===== config.mk =====
export PLATFORM = sky130hd
export DESIGN_NAME = fifo_read_stage
export DESIGN_NICKNAME = d
export VERILOG_FILES = /design/src/rtl/fifo_pkg.sv /design/src/rtl/fifo_out_skid.sv /design/src/rtl/fifo_read_stage.sv
export SDC_FILE = /design/constraint.sdc
export NUM_CORES = 1
export LEC_CHECK = 0
export BUFFER_PORTS_ARGS = -buffer_cell sky130_fd_sc_hd__clkbuf_2
export CORE_MARGIN = 8
export CORE_UTILIZATION = 52
export CTS_CLUSTER_DIAMETER = 60
export DETAILED_ROUTE_END_ITERATION = 7
export PLACE_DENSITY = 0.88
export RECOVER_POWER = 25
export SETUP_SLACK_MARGIN = 0.3
export SLEW_MARGIN = 20
export SYNTH_ARGS = -nofsm -noshare
export SYNTH_HDL_FRONTEND = slang
export SYNTH_HIERARCHICAL = 1
export SYNTH_SLANG_ARGS = --single-unit
export TNS_END_PERCENT = 30

===== constraint.sdc =====
create_clock -name clk -period 1.5 [get_ports clk]
set_input_delay 0.15 -clock clk [delete_from_list [all_inputs] [get_ports clk]]
set_output_delay 0.15 -clock clk [all_outputs]
set_load 0.005 [all_outputs]

===== src/rtl/fifo_pkg.sv =====
// Shared FIFO definitions: default word width and depth used by the controller,
// RAM and read stage, plus the read-stage output buffer occupancy encoding.
package fifo_pkg;

  localparam int FIFO_WIDTH = 8;
  localparam int FIFO_DEPTH = 16;

  // Output buffer occupancy; encoding equals the number of buffered words.
  typedef enum logic [1:0] {
    S_EMPTY = 2'd0,
    S_ONE   = 2'd1,
    S_TWO   = 2'd2
  } occ_t;

  // Number of words held for a given occupancy state.
  function automatic logic [1:0] occ_count(input occ_t s);
    case (s)
      S_ONE:   return 2'd1;
      S_TWO:   return 2'd2;
      default: return 2'd0;
    endcase
  endfunction

endpackage


===== src/rtl/fifo_out_skid.sv =====
// Two-entry output buffer (head + skid registers) with its occupancy FSM.
// Stream handshake: a word transfers at a rising edge where out_valid and
// out_ready are both high; out_valid never drops and out_data never changes
// until that transfer happens. in_valid marks a word that must be captured at
// this edge (no backpressure on the input side: the caller guarantees room).
module fifo_out_skid
  import fifo_pkg::*;
#(
  parameter int WIDTH = FIFO_WIDTH
) (
  input  logic             clk,
  input  logic             reset,
  input  logic             in_valid,
  input  logic [WIDTH-1:0] in_data,
  output logic             out_valid,
  input  logic             out_ready,
  output logic [WIDTH-1:0] out_data,
  output occ_t             occ
);

  occ_t             state_q, state_d;
  logic [WIDTH-1:0] head_q, head_d;
  logic [WIDTH-1:0] skid_q, skid_d;
  logic             pop;

  assign pop       = out_valid & out_ready;
  assign out_valid = (state_q != S_EMPTY);
  assign out_data  = head_q;
  assign occ       = state_q;

  // Next-state and register routing; capture and pop together keep order by
  // sending the new word behind whatever remains after the pop.
  always_comb begin
    state_d = state_q;
    head_d  = head_q;
    skid_d  = skid_q;
    case (state_q)
      S_EMPTY: begin
        if (in_valid) begin
          head_d  = in_data;
          state_d = S_ONE;
        end
      end
      S_ONE: begin
        if (in_valid && pop) begin
          head_d = in_data;
        end else if (in_valid) begin
          skid_d  = in_data;
          state_d = S_TWO;
        end else if (pop) begin
          state_d = S_EMPTY;
        end
      end
      S_TWO: begin
        // Capture without pop cannot happen here: the read stage never has
        // more than two words buffered or in flight.
        if (pop) begin
          head_d = skid_q;
          if (in_valid) begin
            skid_d = in_data;
          end else begin
            state_d = S_ONE;
          end
        end
      end
      default: state_d = S_EMPTY;
    endcase
  end

  // State and data registers; reset discards any buffered words.
  always_ff @(posedge clk) begin
    if (reset) begin
      state_q <= S_EMPTY;
      head_q  <= '0;
      skid_q  <= '0;
    end else begin
      state_q <= state_d;
      head_q  <= head_d;
      skid_q  <= skid_d;
    end
  end

endmodule


===== src/rtl/fifo_read_stage.sv =====
// FIFO read stage: issues pop pulses to the FIFO controller while there is room
// downstream, captures the RAM's registered read data one cycle later and
// presents it as a valid/ready stream (1 word/cycle sustained).
// Optional build macro FIFO_READ_STATS_EN adds delivered_count/underrun_seen.
module fifo_read_stage
  import fifo_pkg::*;
#(
  parameter int WIDTH = FIFO_WIDTH
) (
  input  logic             clk,
  input  logic             reset,
  input  logic             empty,
  input  logic [WIDTH-1:0] rd_data,
  output logic             read,
  output logic [WIDTH-1:0] out_data,
  output logic             out_valid,
  input  logic             out_ready
`ifdef FIFO_READ_STATS_EN
  ,
  output logic [15:0]      delivered_count,
  output logic             underrun_seen
`endif
);

  logic       inflight_q;
  occ_t       occ;
  logic       pop;
  logic [2:0] level;

  assign pop   = out_valid & out_ready;
  // Words buffered plus the one the RAM is returning this cycle.
  assign level = {1'b0, occ_count(occ)} + {2'b00, inflight_q};

  // Read whenever the buffer can absorb the word, counting a same-cycle pop.
  always_comb begin
    read = ~reset & ~empty & ((level < 3'd2) | pop);
  end

  // A read sampled at this edge puts valid RAM data on rd_data next cycle.
  always_ff @(posedge clk) begin
    if (reset) begin
      inflight_q <= 1'b0;
    end else begin
      inflight_q <= read;
    end
  end

  fifo_out_skid #(
    .WIDTH(WIDTH)
  ) u_skid (
    .clk       (clk),
    .reset     (reset),
    .in_valid  (inflight_q),
    .in_data   (rd_data),
    .out_valid (out_valid),
    .out_ready (out_ready),
    .out_data  (out_data),
    .occ       (occ)
  );

`ifdef FIFO_READ_STATS_EN
  // Delivered-word counter (wrapping) and sticky sink-starved flag.
  always_ff @(posedge clk) begin
    if (reset) begin
      delivered_count <= 16'h0000;
      underrun_seen   <= 1'b0;
    end else begin
      if (pop) begin
        delivered_count <= delivered_count + 16'h0001;
      end
      if (out_ready && !out_valid) begin
        underrun_seen <= 1'b1;
      end
    end
  end
`endif

endmodule


# --- After elaboration in Yosys (flattened, before gate mapping) ---
# Cells that the tools add are included.
op_classes:
  n_addsub: 1
  n_lt_le_gt_ge: 1
  n_eq_ne: 8
  n_mux: 16
  n_bitwise: 6
  n_reduce_logical: 8
op_table:
  columns: ["cell", "count"]
  rows:
  - ["$mux 8", 6]
  - ["$pmux 8 s3", 1]
  - ["$pmux 8 s2", 1]
  - ["$mux 2", 6]
  - ["$ne 2x2->1 const B", 4]
  - ["$pmux 2 s3", 1]
  - ["$reduce_and 5->1", 1]
  - ["$pmux 2 s2", 1]
  - ["$reduce_and 4->1", 1]
  - ["$reduce_bool 2->1", 2]
  - ["$add 2x1->3", 1]
  - ["$and 1x1->1", 3]
  - ["$lt 3x2->1 const B", 1]
  - ["$ne 3x3->1 const B", 1]
  - ["$reduce_and 3->1", 1]
  - ["$reduce_bool 3->1", 1]
  - ["$eq 2x1->1 const B", 1]
  - ["$eq 2x2->1 const B", 1]
  - ["$logic_not 2->1", 1]
  - ["$ne 2x1->1 const B", 1]
  - ["$not 1->1", 2]
  - ["$logic_and 1x1->1", 1]
  - ["$or 1x1->1", 1]
word_totals:
  reg_bits: 19
  inputBits: 12
  output_inout_bits: 10
  elab_cells: 44

# --- Logic depth before layout (Yosys ltp) ---
# Gate-level depths: netlist of the first run.
depth:
  depth_word: 6
  depth_mapped: 5
  ltp_nobuf: 3

# --- Hierarchy ---
# The synthesis of the first run kept the hierarchy.
by_module_without_submodules:
  columns: ["module", "n_inst", "cells_each", "area_per_inst_um2", "seq_area_each_um2"]
  rows:
  - ["fifo_out_skid", 1, 91, 922.1, 360.3]
  - ["fifo_read_stage", 1, 5, 50.0, 20.0]

# --- Least setup slack after synthesis of the first run ---
# Ideal clock, no wire load.
synth_path:
  path_type: "register -> register"
  start: "register u_skid.state_q[0], in the netlist u_skid/occ[0]"
  end: "register u_skid.skid_q[0]"
  setup_ps: 119
  arrival_time_ps: 1128
  required_time_ps: 1381
  setup_slack_ps: 253
  stages_incl_launch_ff: 6
  path_buffers: 2
  period_less_slack_ps: 1247
  path_cell_list: "dfxtp_1 -> and3b_1 -> buf_6 -> o21a_1 -> buf_6 -> mux2i_1"
synth_via:
  elab_chain_len: 5
  elab_cells_between_ends: 10
  classes_between: "4 x eq/ne; 1 x mux; 1 x bitwise; 4 x reduce/logical"
synth_rtl:
  columns: ["item", "line", "rtl"]
  rows:
  - ["start, declared", "fifo_out_skid.sv:21", "occ_t state_q, state_d;"]
  - ["start signal, assigned", "fifo_out_skid.sv:77", "state_q <= state_d;"]
  - ["$reduce_bool 2->1", "fifo_out_skid.sv:27", "assign out_valid = (state_q != S_EMPTY);"]
  - ["$and 1x1->1", "fifo_out_skid.sv:26", "assign pop = out_valid & out_ready;"]
  - ["$logic_and 1x1->1", "fifo_out_skid.sv:45", "if (in_valid && pop) begin"]
  - ["$ne 2x2->1 (no line)", null, null]
  - ["$reduce_and 3->1 (no line)", null, null]
  - ["end signal, assigned", "fifo_out_skid.sv:79", "skid_q <= skid_d;"]
  - ["end, declared", "fifo_out_skid.sv:23", "logic [WIDTH-1:0] skid_q, skid_d;"]
# Parallel ways exist; a longest one is shown, timed or not.
# A chain may end at the register's enable or synchronous reset.

# --- Worst setup path in the final report of the first run ---
layout_path:
  start: "register u_skid.state_q[0], in the netlist u_skid/occ[0]"
  end: "output port read"
layout_via:
  elab_chain_len: 6
  elab_cells_between_ends: 9
  classes_between: "1 x add/sub; 1 x order compare; 2 x eq/ne; 1 x mux; 3 x bitwise; 1 x reduce/logical"
layout_rtl:
  columns: ["item", "line", "rtl"]
  rows:
  - ["$eq 2x2->1 or $eq 2x1->1 (tied branches)", "fifo_pkg.sv:17", "case (s)"]
  - ["$pmux 2 s2", "fifo_pkg.sv:17", null]
  - ["$add 2x1->3", "fifo_read_stage.sv:32", "assign level = {1'b0, occ_count(occ)} + {2'b00, inflight_q};"]
  - ["$lt 3x2->1", "fifo_read_stage.sv:36", "read = ~reset & ~empty & ((level < 3'd2) | pop);"]
  - ["$or 1x1->1 *", "fifo_read_stage.sv:36", null]
  - ["$and 1x1->1 *", "fifo_read_stage.sv:36", null]
  - ["end, declared", "fifo_read_stage.sv:14", "output logic read,"]
# Mark *: on every way between the ends. The rest lies on a longest branch, timed or not.

==> impl_metrics.json, run 1 <==
{
  "syn_inst": 96,
  "die_w_um": 59.2,
  "critPathMaxFanout": 9,
  "cp_cell_sequence": "or2_4, a22oi_2, a211oi_2, clkbuf_2",
  "vias": 827,
  "yosysSeqAreaShare_pct": 39.1,
  "path_buf_inv": 1,
  "num_io_pins": 22,
  "chipHeight_um": 59.2,
  "wl_per_cell_um": 16.7,
  "dr_wl_met2_um": 1170,
  "dr.pass1.iters": 6,
  "synth.ff_latch_count": 19,
  "ant_nets": 0,
  "worstSetupStartpointType": "register",
  "antenna_cells": 0,
  "yosysMostFrequentCell": "dfxtp_1",
  "hold_buffers": 0,
  "layout.nets": 133,
  "avgSynthCellArea_um2": 10.1,
  "worst_pin_slew_ns": 0.447,
  "place.gp.congestion": 0.746,
  "dp_slack_ns": 0.147,
  "synth_edf_count": 0,
  "ys.flop_type": "dfxtp_1",
  "synth_area_leaders": "dfxtp_1 (39%), mux2i_1 (16%), a211oi_1 (14%)",
  "fillers": 141,
  "synth_common_cells": "dfxtp_1 (19), a211oi_1 (18), nand2b_1 (17), mux2i_1 (16), buf_6 (3)",
  "hold_slack_ns": 0.0525,
  "start_util_pct": 55.7,
  "cellLeakagePower_nw": 0.496,
  "final_hold_viol_count": 0,
  "path_clk_slew_ns": 0.11,
  "grt_pass1_wl_um": 3530,
  "grt_pass1_vias": 839,
  "ir_worst_vdd_mv": 0.527,
  "skew_ns": 0.00109,
  "drc": 0,
  "clk_latency_ns": 0.29,
  "yosys.area.top_type": "dfxtp_1",
  "outcome": "finished, final reports clean",
  "cts_inserted_buffers": 3,
  "end_kind": "output port",
  "post-route-period-util_pct": 97.6,
  "p_per_area_nw_per_um2": 817,
  "yosys.cell_types.count": 23,
  "gr-total-overflow": 0,
  "crit_family": "flip-flops",
  "drt_iter0_drc": 12,
  "drt-total-wl_um": 2420,
  "cts.sinks": 19,
  "port-buffer-count": 21,
  "worstPathArrival_ns": 1.31,
  "critPathSlowestCell": "dfxtp_4",
  "core_um2": 1750,
  "crit_required_ns": 1.35,
  "timing.max_cap.violations": 0,
  "drive_gt1_share_pct": 34.2,
  "post-synth-top-area-fraction_pct": 39.1,
  "maxSlewHeadroom_pct": 70.2,
  "min_period_ns": 1.46,
  "fin_ws_ns": 0.0364,
  "met1Wirelength_um": 1030,
  "cts_tree": "built",
  "path_class": "register to output port",
  "fmax_ghz": 0.683,
  "syn2layout_area_growth_pct": 23.9,
  "track_usage_pct": 13.2,
  "synth_fp_nets": 108,
  "viasPerCell": 5.70,
  "async_flop_share_pct": 0,
  "maxSlewViolCount": 0,
  "dieArea_um2": 3510,
  "dr_wl_met3_um": 144,
  "clk_root_buffer_cell": "clkbuf_4",
  "cts_buffer_depth": 2,
  "antenna_found_initial": 0,
  "fp-row-count": 15,
  "setup_viol": 0,
  "hp-class": "primary input to register",
  "highest_layer": "met4",
  "synth-warning-count": 6,
  "grt_max_degree": 29,
  "syn_area_um2": 972,
  "rsz0062_at_grt": "true",
  "htreeDepth": 1,
  "p_total_mw": 0.985,
  "cpPeakStageDelay_ns": 0.39
}
[logic make-up after synthesis]
group / count (synthesis) / share of synthesized area, %
DFF: 19 / 39.1
AOI/OAI and AO/OA: 26 / 20.8
muxes: 16 / 16.5
buffers and inverters: 8 / 5.66
and+or+nand+nor: 27 / 17.9
[area by class of cell]
type                       count  area (µm²)  share of cell area (%)
inverter                       1        3.75                   0.312
sequential                    19         392                    32.5
timing repair buffer          27         161                    13.4
clock buffer                   4        26.3                    2.18
tap                           25        31.3                    2.60
multi-input combinational     69         591                    49.0
[cell usage in the layout (no fill, tap or decap), types with 2 or more instances in the layout]
cell | Yosys | final
a211oi_1 | 18 | 17
a21o_1 | 2 | 2
buf_4 | 0 | 3
buf_6 | 3 | 4
clkbuf_1 | 2 | 6
clkbuf_2 | 0 | 15
clkbuf_4 | 0 | 3
dfxtp_1 | 19 | 16
dfxtp_4 | 0 | 3
mux2i_1 | 16 | 14
mux2i_2 | 0 | 2
nand2b_1 | 17 | 16
[worst register-to-register path, cell delays in order, from the launching register on]
cell,delay [ns]
dfxtp_4,0.37
buf_6,0.12
and3b_2,0.24
buf_6,0.15
a21o_4,0.22
a211oi_1,0.25
[path summary, 6_finish.rpt]
path                                 startpoint                               to  slack (ns)  cells past startpoint
setup / recovery     u_skid/occ[0]$_SDFFE_PP0P_                             read        0.04                      4
hold / removal                            empty            inflight_q$_SDFF_PP0_        0.05                      2
setup reg to reg     u_skid/occ[1]$_SDFFE_PP0P_  u_skid/out_data[4]$_SDFFE_PP0P_        0.07                      5
hold reg to reg   u_skid/skid_q[2]$_SDFFE_PP0P_    u_skid/skid_q[2]$_SDFFE_PP0P_        0.49                      2
[state kept, by name (all words and copies together) (netlist names)]
name             flops
u_skid/occ           2
u_skid/skid_q        8
inflight_q           1
u_skid/out_data      8
[through the flow]
step	cell area [µm²]	cells	util, %	setup TNS, ns
final	1200	145	69.0	0
after global routing	1200	145	69.0	-0.0151
after CTS	1170	145	67.0	0
after detailed placement	1080	138	62.0	0
after global placement	1080	138	62.0	0
after floorplan	975	96	-	0
[power by group]
group / internal [mW] / total (mW) / leakage, nW / switching, mW
Clock: 0.103 / 0.267 / 0.0150 / 0.163
Combinational: 0.0900 / 0.172 / 0.324 / 0.0825
Sequential: 0.527 / 0.546 / 0.157 / 0.0188
Total: 0.720 / 0.985 / 0.496 / 0.264
[routing by layer]
layer / up-vias / GRT usage (%)
met5: - / 0
met4: 0 / 9.22
met3: 16 / 4.12
met2: 38 / 21.6
met1: 375 / 14.0
li1: 398 / -
[what timing repair did]
| action | CTS | global route |
|---|---|---|
| buffers inserted | 3 | 0 |
| resized for setup | 9 | 12 |
| pin swaps | 4 | 3 |
| setup endpoints to repair | 20 | 20 |
Note: power is estimated with default switching activity, not from simulation.
==> run 2: changes to the inputs <==
CELL_PAD_IN_SITES_DETAIL_PLACEMENT = 0   (was unset)
CELL_PAD_IN_SITES_GLOBAL_PLACEMENT = 2   (was unset)
CORE_UTILIZATION = 32   (was 52)
PLACE_DENSITY = 0.87   (was 0.88)
==> run 2 against run 1 <==
Effect of this change:
- fmax rose by 0.75%
- power is 0.71% lower
- design area fell by 0.52%
- clock skew rose by 0.00076 ns
- sequential share of layout area is 0.14 points lower
- first-iteration DRC count up 120%
- die area grew 44%
==> impl_metrics.json, run 2 (synthesized netlist as in run 1, its figures left out) <==
{
  "outcome": "finished, final reports clean",
  "dr.pass1.iters": 4,
  "p_int_mw": 0.720,
  "hold_buffers": 0,
  "ant_nets": 0,
  "cts_tree": "built",
  "swShare_pct": 26.4,
  "critPathMaxFanout": 2,
  "viasPerCell": 5.08,
  "end_kind": "output port",
  "cpPeakStageDelay_ns": 0.36,
  "post-route-period-util_pct": 96.8,
  "p_per_area_nw_per_um2": 816,
  "drt-total-wl_um": 2130,
  "cts_buffer_depth": 2,
  "drive_gt1_share_pct": 30.6,
  "setup_viol": 0,
  "grt_pass1_wl_um": 3680,
  "vias": 782,
  "grt_pass1_vias": 754,
  "cellLeakagePower_nw": 0.506,
  "final_hold_viol_count": 0,
  "start_util_pct": 32.6,
  "fillers": 299,
  "worst_pin_slew_ns": 0.465,
  "cp_cell_sequence": "or2_4, a22oi_2, a211oi_2, buf_2",
  "worstPathArrival_ns": 1.30,
  "grt_max_degree": 29,
  "crit_family": "flip-flops",
  "fin_area_um2": 1200,
  "track_usage_pct": 8.99,
  "ir_worst_vdd_mv": 0.354,
  "antenna_cells": 0,
  "dpl_cell_area_um2": 1090,
  "crit_required_ns": 1.35,
  "combinationalPowerShare_pct": 17.8,
  "drc": 0,
  "cts_inserted_buffers": 3,
  "dp_hpwl_um": 1490,
  "syn2layout_area_growth_pct": 23.3,
  "clk_root_buffer_cell": "clkbuf_4",
  "num_io_pins": 22,
  "timing.max_cap.violations": 0,
  "clockPowerShare_pct": 26.6,
  "htreeDepth": 1,
  "p_sw_mw": 0.258,
  "final_cell_mix": "a211oi_1 (17), dfxtp_1 (17), nand2b_1 (17), clkbuf_2 (15), mux2i_1 (15)",
  "maxSlewViolCount": 0,
  "finalSetupTns_ns": 0,
  "path_class": "register to output port",
  "antenna_found_initial": 0,
  "p_total_mw": 0.978,
  "core_um2": 2980,
  "dp_slack_ns": 0.123,
  "hp-class": "primary input to register",
  "pwr-share-seq_pct": 55.6,
  "drt_iter0_drc": 26,
  "clk_latency_ns": 0.29,
  "register_area_um2": 388,
  "multi_input_area_um2": 567,
  "path_buf_inv": 1,
  "path_clk_slew_ns": 0.11,
  "critPathSlowestCell": "dfxtp_4",
  "dieArea_um2": 5060,
  "maxSlewHeadroom_pct": 69.0,
  "die_w_um": 71.1,
  "layout.nets": 134,
  "rsz0062_at_grt": "true",
  "worstSetupStartpointType": "register",
  "skew_ns": 0.00185,
  "wl_per_cell_um": 13.8,
  "chipHeight_um": 71.1,
  "fin_ws_ns": 0.0473,
  "gr-total-overflow": 0,
  "fmax_ghz": 0.688,
  "cts.sinks": 19,
  "fp-row-count": 20,
  "place.gp.congestion": 0.701,
  "min_period_ns": 1.45,
  "port-buffer-count": 21
}
[run 2: cell type report]
type                    count  area share (%)
multi-input cells          69            47.3
inverters                   1           0.313
clock inverters             1           0.418
clock buffers               3            1.88
well taps                  33            3.44
flip-flops and latches     19            32.4
repair buffers             28            14.3
[run 2: power by group through the flow]
stage          sequential, mW  clock (mW)  combinational (mW)
2_1_floorplan           0.557           0              0.0948
3_3_place_gp            0.558           0               0.148
3_5_place_dp            0.559           0               0.152
4_1_cts                 0.544       0.268               0.173
5_1_grt                 0.548       0.293               0.191
6_report                0.544       0.260               0.174
[run 2: stage by stage]
| step | std cells | utilization [%] | hold WS [ns] |
|---|---|---|---|
| detailed placement | 146 | 36.7 | 0.344 |
| CTS | 154 | 40.0 | 0.0357 |
| global placement | 146 | 36.7 | 0.334 |
| global route | 154 | 40.3 | 0.0405 |
| finish | 154 | 40.3 | 0.0399 |
| floorplan | 96 | - | 0.223 |
[run 2: final timing paths]
check | startpoint | end | slack (ns) | cells past startpoint
worst max register to register | u_skid/occ[1]$_SDFFE_PP0P_ | u_skid/out_data[0]$_SDFFE_PP0P_ | 0.15 | 5
worst min-delay path | empty | inflight_q$_SDFF_PP0_ | 0.04 | 2
worst max-delay path | u_skid/occ[1]$_SDFFE_PP0P_ | read | 0.05 | 4
worst min register to register | u_skid/skid_q[3]$_SDFFE_PP0P_ | u_skid/skid_q[3]$_SDFFE_PP0P_ | 0.48 | 2
[run 2: what timing repair did]
action | 4_1_cts | 5_1_grt
hold endpoints to repair | 0 | 0
endpoints found under the setup margin | 20 | 19
gates resized for setup | 8 | 5
pin swaps | 2 | 3
buffers inserted | 4 | 0
[run 2: metal layers]
| metal | vias to the layer above | global-route usage (%) | routed length [µm] |
|---|---|---|---|
| li1 | 404 | - | - |
| met1 | 361 | 13.0 | 1070 |
| met2 | 15 | 12.4 | 978 |
| met3 | 2 | 1.98 | 67 |
| met4 | 0 | 3.46 | 16 |
| met5 | - | 0 | 0 |
==> run 3: changes to the inputs <==
CTS_CLUSTER_SIZE = 30   (was unset)
PLACE_DENSITY = 0.81   (was 0.87)
==> run 3 against run 2 <==
Effect of this change:
- wire length is 9.0% higher
- first-iteration DRC count increased by 27%
- power rose by 1.5%
- sequential power is essentially flat
- worst hold slack worse by 0.0080 ns
- combinational power increased by 9%
- global-route usage increased by 0.30 points
- critical path depth increased by 4
- fmax is 1.1% lower
- die area did not move
- utilization increased by 2.0 points
- sequential share of layout area is 1.5 points lower
- critical endpoint is now inflight_q$_SDFF_PP0_
- largest power group unchanged
- highest routed layer unchanged
==> impl_metrics.json, run 3 (synthesized netlist as in run 1, its figures left out) <==
{
  "critPathMaxFanout": 6,
  "maxSlewHeadroom_pct": 69.8,
  "combinationalPowerShare_pct": 19.0,
  "drc": 0,
  "drt_iter0_drc": 33,
  "cp_cell_sequence": "buf_6, a22oi_2, buf_4, buf_4, buf_4, buf_4, buf_4, a211oi_1",
  "cts_buffer_depth": 2,
  "dr.pass1.iters": 4,
  "dpl_cell_area_um2": 1090,
  "worst_pin_slew_ns": 0.453,
  "outcome": "finished, final reports clean",
  "end_kind": "register",
  "viasPerCell": 5.11,
  "fmax_ghz": 0.681,
  "port-buffer-count": 21,
  "final_hold_viol_count": 0,
  "min_period_ns": 1.47,
  "dieArea_um2": 5060,
  "gr-total-overflow": 0,
  "ir_worst_vdd_mv": 0.380,
  "grt_pass1_vias": 831,
  "wl_per_cell_um": 14.4,
  "final_cell_mix": "dfxtp_1 (17), nand2b_1 (17), a211oi_1 (16), clkbuf_2 (16), mux2i_1 (13)",
  "place.gp.congestion": 0.698,
  "p_sw_mw": 0.263,
  "num_io_pins": 22,
  "setup_viol": 0,
  "vias": 823,
  "htreeDepth": 1,
  "start_util_pct": 32.6,
  "cpPeakStageDelay_ns": 0.37,
  "crit_required_ns": 1.72,
  "rsz0062_at_grt": "true",
  "pwr-share-seq_pct": 54.8,
  "die_w_um": 71.1,
  "post-route-period-util_pct": 97.9,
  "worstSetupStartpointType": "register",
  "timing.max_cap.violations": 0,
  "cts_inserted_buffers": 3,
  "grt_pass1_wl_um": 3730,
  "core_um2": 2980,
  "syn2layout_area_growth_pct": 29.5,
  "path_class": "register to register",
  "cellLeakagePower_nw": 0.529,
  "hp-class": "primary input to register",
  "clk_latency_ns": 0.30,
  "drive_gt1_share_pct": 38.3,
  "clockPowerShare_pct": 26.2,
  "maxSlewViolCount": 0,
  "finalSetupTns_ns": 0,
  "worstPathArrival_ns": 1.69,
  "ant_nets": 0,
  "layout.nets": 141,
  "cts.sinks": 19,
  "path_clk_slew_ns": 0.11,
  "clk_root_buffer_cell": "clkbuf_4",
  "swShare_pct": 26.5,
  "p_int_mw": 0.729,
  "antenna_found_initial": 0,
  "hold_slack_ns": 0.0320,
  "skew_ns": 0.000879,
  "cts_tree": "built",
  "drt-total-wl_um": 2320,
  "track_usage_pct": 9.29,
  "p_per_area_nw_per_um2": 788,
  "grt_max_degree": 29,
  "dp_hpwl_um": 1510,
  "fin_area_um2": 1260,
  "critPathSlowestCell": "dfxtp_4",
  "crit_top_cell": "buf_4",
  "hold_buffers": 0,
  "fp-row-count": 20,
  "chipHeight_um": 71.1,
  "antenna_cells": 0
}
[run 3: layer usage]
metal,share of wire (%),wire length [µm],up-vias,global-route usage (%)
met4,1.4,32,0,5.08
met1,44,1020,387,10.7
li1,-,-,417,-
met3,3.3,76,4,1.98
met5,0,0,-,0
met2,51,1190,15,15.7
[run 3: worst paths after layout]
path | start | endpoint | slack (ns) | cells past startpoint
max | u_skid/occ[1]$_SDFFE_PP0P_ | inflight_q$_SDFF_PP0_ | 0.03 | 8
min | empty | inflight_q$_SDFF_PP0_ | 0.03 | 2
max reg2reg | u_skid/occ[1]$_SDFFE_PP0P_ | inflight_q$_SDFF_PP0_ | 0.03 | 8
min reg2reg | u_skid/skid_q[7]$_SDFFE_PP0P_ | u_skid/skid_q[7]$_SDFFE_PP0P_ | 0.48 | 2
[run 3: power by group through the flow]
stage / sequential, mW / combinational, mW / clock (mW)
global route: 0.548 / 0.207 / 0.296
detailed placement: 0.559 / 0.152 / 0
floorplan: 0.557 / 0.0948 / 0
finish: 0.543 / 0.189 / 0.260
global placement: 0.558 / 0.149 / 0
CTS: 0.544 / 0.182 / 0.273
[run 3: layout make-up]
class	instances	area, µm²
timing repair buffer	35	220
fill	294	1720
multi-input combinational	69	578
sequential	19	388
clock inverter	1	5.00
inverter	1	3.75
tap	33	41.3
clock buffer	3	22.5
[run 3: what timing repair did]
item,CTS,global route
setup endpoints to repair,20,21
setup buffers,11,0
gates resized for setup,9,9
pin swaps,2,3
[run 3: worst max-delay path, delay by kind of cell, from the launching register on]
family | cells | cell delay (ns)
AO/OA/AOI/OAI | 2 | 0.28
flip-flops | 1 | 0.37
buffers and inverters | 6 | 0.73
[run 3: per-stage QoR]
step | utilization (%) | instances | power, mW | setup WS [ns]
floorplan | - | 96 | 0.652 | 0.300
global placement | 36.7 | 146 | 0.707 | 0.208
detailed placement | 36.7 | 146 | 0.711 | 0.126
CTS | 41.5 | 161 | 0.998 | 0.0332
global route | 42.3 | 161 | 1.05 | -0.00896
finish | 42.3 | 161 | 0.992 | 0.0317
